**config.mk**
```make
export PLATFORM = sky130hd
export DESIGN_NAME = rps_match_scorer
export DESIGN_NICKNAME = d
export VERILOG_FILES = /design/src/rtl/rps_match_scorer_pkg.sv /design/src/rtl/rps_score_counter.sv /design/src/rtl/rps_match_scorer.sv
export SDC_FILE = /design/constraint.sdc
export NUM_CORES = 1
export LEC_CHECK = 0
export BUFFER_PORTS_ARGS = -buffer_cell sky130_fd_sc_hd__buf_2
export CAP_MARGIN = 20
export CORE_UTILIZATION = 38
export DETAILED_ROUTE_END_ITERATION = 7
export SETUP_SLACK_MARGIN = 0.2
export SYNTH_ARGS = -nofsm -noshare
export SYNTH_HDL_FRONTEND = slang
export SYNTH_HIERARCHICAL = 1
export SYNTH_SLANG_ARGS = --single-unit
export TNS_END_PERCENT = 30
```
**constraint.sdc**
```tcl
create_clock -name clk -period 2.1 [get_ports clk]
set_clock_uncertainty 0.1 [all_clocks]
set_input_delay 0.315 -clock clk [delete_from_list [all_inputs] [get_ports clk]]
set_output_delay 0.315 -clock clk [all_outputs]
set_load 0.03 [all_outputs]
```
**src/rtl/rps_match_scorer_pkg.sv**
```systemverilog
// rps_match_scorer_pkg: move codes, winner codes and FSM state encodings
package rps_match_scorer_pkg;
  localparam logic [2:0] ROCK     = 3'b001;
  localparam logic [2:0] PAPER    = 3'b010;
  localparam logic [2:0] SCISSORS = 3'b011;
  localparam logic [2:0] LIZARD   = 3'b100;
  localparam logic [2:0] SPOCK    = 3'b101;
  localparam logic [1:0] WIN_NONE = 2'b00;
  localparam logic [1:0] WIN_P1   = 2'b01;
  localparam logic [1:0] WIN_P2   = 2'b10;
  localparam logic [1:0] WIN_DRAW = 2'b11;
  localparam logic [1:0] ST_IDLE  = 2'b00;
  localparam logic [1:0] ST_PLAY  = 2'b01;
  localparam logic [1:0] ST_DONE  = 2'b10;
endpackage

```
**src/rtl/rps_score_counter.sv**
```systemverilog
// rps_score_counter: counter with sync clear, increment and next-increment-hits-limit flag
module rps_score_counter #(
  parameter int W     = 3,
  parameter int LIMIT = 3
) (
  input  logic         clk,
  input  logic         rst,
  input  logic         clr,
  input  logic         inc,
  output logic [W-1:0] cnt,
  output logic         atLimit
);
  logic [W-1:0] cnt_q, cnt_d;
  // clear has priority so an aborted match never keeps a stray increment
  always_comb cnt_d = clr ? '0 : inc ? cnt_q + W'(1) : cnt_q;
  // count register
  always_ff @(posedge clk or posedge rst)
    if (rst) cnt_q <= '0;
    else     cnt_q <= cnt_d;
  assign cnt     = cnt_q;
  assign atLimit = cnt_q == W'(LIMIT - 1);
endmodule

```
**src/rtl/rps_match_scorer.sv**
```systemverilog
// rps_match_scorer: first-to-N match FSM scoring judged rock-paper-scissors-lizard-Spock rounds
module rps_match_scorer
  import rps_match_scorer_pkg::*;
#(
  parameter int WINS_NEEDED = 3,
  parameter int SCORE_W     = 3,
  parameter int MAX_TIES    = 5
) (
  input  logic               clk,
  input  logic               rst,
  input  logic               start,
  input  logic               roundValid,
  input  logic               p1Win,
  input  logic               p2Win,
  input  logic               tie,
  output logic [SCORE_W-1:0] p1Score,
  output logic [SCORE_W-1:0] p2Score,
  output logic [3:0]         tieStreak,
  output logic               busy,
  output logic               matchOver,
  output logic [1:0]         winner,
  output logic               badRound
);
  logic [1:0] state_q, state_d, winner_q, winner_d;
  logic       bad_q, bad_d;
  logic       play, one_hot, rnd, inc_p1, inc_p2, inc_t, lim_p1, lim_p2, lim_t, win_p1, win_p2, draw;
  // round qualification: start always overrides a coincident round
  always_comb begin
    play    = state_q == ST_PLAY;
    one_hot = $onehot({p1Win, p2Win, tie});
    rnd     = play && roundValid && !start && one_hot;
    inc_p1  = rnd && p1Win;
    inc_p2  = rnd && p2Win;
    inc_t   = rnd && tie;
    win_p1  = inc_p1 && lim_p1;
    win_p2  = inc_p2 && lim_p2;
    draw    = inc_t && lim_t;
  end
  rps_score_counter #(.W(SCORE_W), .LIMIT(WINS_NEEDED)) u_p1 (
    .clk(clk), .rst(rst), .clr(start), .inc(inc_p1), .cnt(p1Score), .atLimit(lim_p1)
  );
  rps_score_counter #(.W(SCORE_W), .LIMIT(WINS_NEEDED)) u_p2 (
    .clk(clk), .rst(rst), .clr(start), .inc(inc_p2), .cnt(p2Score), .atLimit(lim_p2)
  );
  rps_score_counter #(.W(4), .LIMIT(MAX_TIES)) u_tie (
    .clk(clk), .rst(rst), .clr(start || inc_p1 || inc_p2), .inc(inc_t), .cnt(tieStreak), .atLimit(lim_t)
  );
  // next state, result and sticky bad-round flag; encoding 11 falls back to IDLE
  always_comb begin
    state_d  = start ? ST_PLAY
             : play  ? ((win_p1 || win_p2 || draw) ? ST_DONE : ST_PLAY)
             : state_q == ST_DONE ? ST_DONE : ST_IDLE;
    winner_d = start ? WIN_NONE : win_p1 ? WIN_P1 : win_p2 ? WIN_P2 : draw ? WIN_DRAW : winner_q;
    bad_d    = !start && (bad_q || (play && roundValid && !one_hot));
  end
  // control registers
  always_ff @(posedge clk or posedge rst)
    if (rst) begin
      state_q  <= ST_IDLE;
      winner_q <= WIN_NONE;
      bad_q    <= 1'b0;
    end else begin
      state_q  <= state_d;
      winner_q <= winner_d;
      bad_q    <= bad_d;
    end
  assign busy      = state_q == ST_PLAY;
  assign matchOver = state_q == ST_DONE;
  assign winner    = winner_q;
  assign badRound  = bad_q;
endmodule

```
==> impl_metrics.csv <==
group,metric,value,unit
run_status,status,"finished, final reports clean",
global_routing,grt_max_degree,14,
layout,seqCellArea,375,sq um
floorplanning,initial_core_util,40.8,%
floorplanning,fp.dieW,51.2,microns
place,io_buffers,21,
timing,relSlewSlack,84.1,%
place,hpwl,1.58,mm
detailed_routing,drt.antenna.violating_nets,0,
detailed_routing,finalWirelength,1.99,mm
logic_synthesis,synth_cell_types,30,
logic_synthesis,avgSynthCellArea,10.2,sq um
layout,multi_input_area,499,sq um
clock_tree,cts_tree,"yes",
layout,fill_cells,213,
floorplanning,pin_count,22,
flow_run,maxCapViolations,0,
place,place_inst,150,
layout,stdcell_count,156,
floorplanning,core_area,0.00225,sq mm
logic_synthesis,yosys_warnings,6,
detailed_routing,drc,0,
logic_synthesis,synth_cells,90,
clock_tree,h-tree-depth,1,
layout,area_growth_syn_to_layout,31.6,%
detailed_routing,route.vias.total,774,
clock_tree,clk_latency,0.29,ns
timing,finalCriticalPeriod,1.90,ns
timing,setup_viol,0,
setup_path,rrSetupSlack,0.47,ns
power_and_ir_drop,cellPowerDensity,475,mW/mm^2
detailed_routing,drt_iter0_drc,8,
setup_path,path_max_fanout,4,
clock_tree,ctsLongestPathBuffers,2,
timing,post-route-period-util,90.5,%
setup_path,cp-start-kind,"input port",
timing,hold_viol_final,0,
floorplanning,floorplan.rows,17,
global_routing,grt_pass1_wl,3.24,mm
layout,diodes,0,
logic_synthesis,seq_area_frac_synth,40.8,%
logic_synthesis,syn_area,920,sq um
logic_synthesis,synth_seq_cells,15,
power_and_ir_drop,vdd_drop_max,0.000406,V
clock_tree,cts_buffers,3,
setup_path,worstPathArrival,1.98,ns
logic_synthesis,synth_nets,104,
timing,tightestPinTransition,0.238,ns
power_and_ir_drop,p_leak,0.000622,uW
layout,finalNetCount,143,
global_routing,busiest_layer,"met2",
setup_path,critical_path_class,"input port to register",
worst_hold_path,hold_class,"input port to register",
setup_path,crit_required,2.18,ns
detailed_routing,viasPerCell,4.96,
global_routing,grt_pass1_vias,737,
floorplanning,die_h,51.2,microns
global_routing,grt_overflow,0,
layout,post-route-util,53.7,%
timing,max_freq,526,MHz
clock_tree,cts.sinks,15,
global_routing,gr-usage-all-layers,17.3,%
global_routing,grt_use_met1,20.4,%
detailed_routing,wire_per_inst,12.8,microns
detailed_routing,first_pass_iters,4,
setup_path,crit_path_end_kind,"register",
floorplanning,die_area,0.00262,sq mm
global_routing,grtUsageMet3,6.25,%
clock_tree,cts.clk_slew.worst_paths,0.10,ns
place,gp_congestion,0.855,
layout,drive_gt1_share,39.8,%
timing,finalMaxSlewViolations,0,
timing,rsz0062_at_grt,"yes",
global_routing,grt_antenna_before_repair,0,
clock_tree,cts_root_buf,"clkbuf_4",
global_routing,grtUsageMet2,27.6,%
-- placed cells by master (no fill, tap or decap) --
cell type,instances
buf_2,20
nor3_2,1
o211ai_1,1
a311oi_1,2
dlygate4sd3_1,1
fa_1,1
nor2_4,1
and2_1,1
xnor2_1,3
a211oi_1,2
nor2_1,9
a21oi_1,5
or3b_4,1
nor3b_2,1
nor2b_1,4
ha_1,6
nand4_1,1
inv_12,1
inv_2,2
mux2i_1,1
nor3_1,1
a21bo_2,3
clkbuf_4,3
buf_4,14
a22o_1,2
mux2_4,1
clkinv_2,1
a31oi_1,2
nand2_1,3
and3b_1,1
nand3b_1,3
nor3_4,1
nand3b_4,1
inv_1,9
nand2b_1,2
a21o_1,2
dfrtp_1,15
-- through the flow --
stage	power (uW)	TNS, ns	setup slack (ns)	area, sq um	hold WS [ns]
after floorplan	363	-0.0715	-0.0583	943	-0.0314
after global placement	403	-1.15	-0.190	1160	0.124
after detailed placement	405	-1.32	-0.217	1160	0.131
after CTS	583	0	0.178	1210	0.289
after global routing	598	0	0.156	1210	0.309
final	575	0	0.200	1210	0.299
-- cells by family after synthesis --
family	share of synthesized area, %
AO/OA/AOI/OAI	15.2
XOR/XNOR	2.86
adder cells (fa/ha/maj)	10.3
buffers and inverters	6.12
flip-flops	40.8
multiplexers	2.72
AND/OR/NAND/NOR	21.9
-- final cells by class --
cell class	instances	share of cell area (%)
clock buffer	3	1.86
clock inverter	1	0.414
inverter	12	4.76
multi-input combinational	62	41.3
sequential	15	31.0
tap	28	2.90
timing repair buffer	35	17.8
-- registers in the layout, summed over array words and instances, names as in the netlist --
name and count:
u_p2/cnt 3, badRound 1, u_p1/cnt 3, winner 2, u_tie/cnt 4, state_q 2
-- power breakdown --
group	switching, uW	total, uW	internal [uW]
clock	99.3	170	70.9
sequential	4.27	298	293
combinational	60.9	107	46.5
-- path summary, 6_finish.rpt --
path,from,to,cells after the start
max in group asynchronous,rst,state_q[0],3
max reg2reg,u_p1/cnt[0],winner[0],6
max,tie,u_tie/cnt[3],7
min reg2reg,badRound,badRound,2
min in group asynchronous,rst,u_p1/cnt[0],3
min,p1Win,winner[1],3
-- per-layer routing --
| layer | share of wire, % | vias up |
|---|---|---|
| li1 | - | 384 |
| met1 | 45 | 361 |
| met2 | 46 | 23 |
| met3 | 6.1 | 6 |
| met4 | 2.2 | 0 |
| met5 | 0 | - |
-- cell usage after synthesis (all sizes together) --
cell / instances / area [sq um]
a31oi: 2 / 12.5
dfrtp: 15 / 375
a21bo: 3 / 30.0
a22o: 2 / 17.5
a21o: 2 / 15.0
inv: 12 / 45.0
nand2b: 2 / 12.5
nand3b: 4 / 42.5
a211oi: 2 / 15.0
ha: 6 / 75.1
nand4: 1 / 6.26
mux2i: 1 / 10.0
a311oi: 2 / 17.5
nor3: 3 / 20.0
nor2b: 4 / 25.0
mux2: 1 / 15.0
o211ai: 1 / 7.51
buf: 1 / 11.3
a21oi: 5 / 25.0
or3b: 1 / 11.3
and2: 1 / 6.26
and3b: 1 / 8.76
fa: 1 / 20.0
nor3b: 1 / 12.5
nor2: 10 / 45.0
xnor2: 3 / 26.3
nand2: 3 / 11.3
-- worst max-delay path: stages --
cell,delay (ns)
buf_2,0.10
inv_2,0.05
fa_1,0.50
or3b_4,0.44
nor3_4,0.14
nand4_1,0.13
mux2_4,0.31
-- timing repair --
action / in CTS / in global routing
gates cloned: 0 / 0
gates resized for setup: 1 / 0
endpoints found under the hold margin: 15 / 0
setup buffers: 1 / 0
setup endpoints to repair: 5 / 4
pin swaps: 3 / 1
hold buffers: 1 / 0
Power figures use the tool's default switching activity.
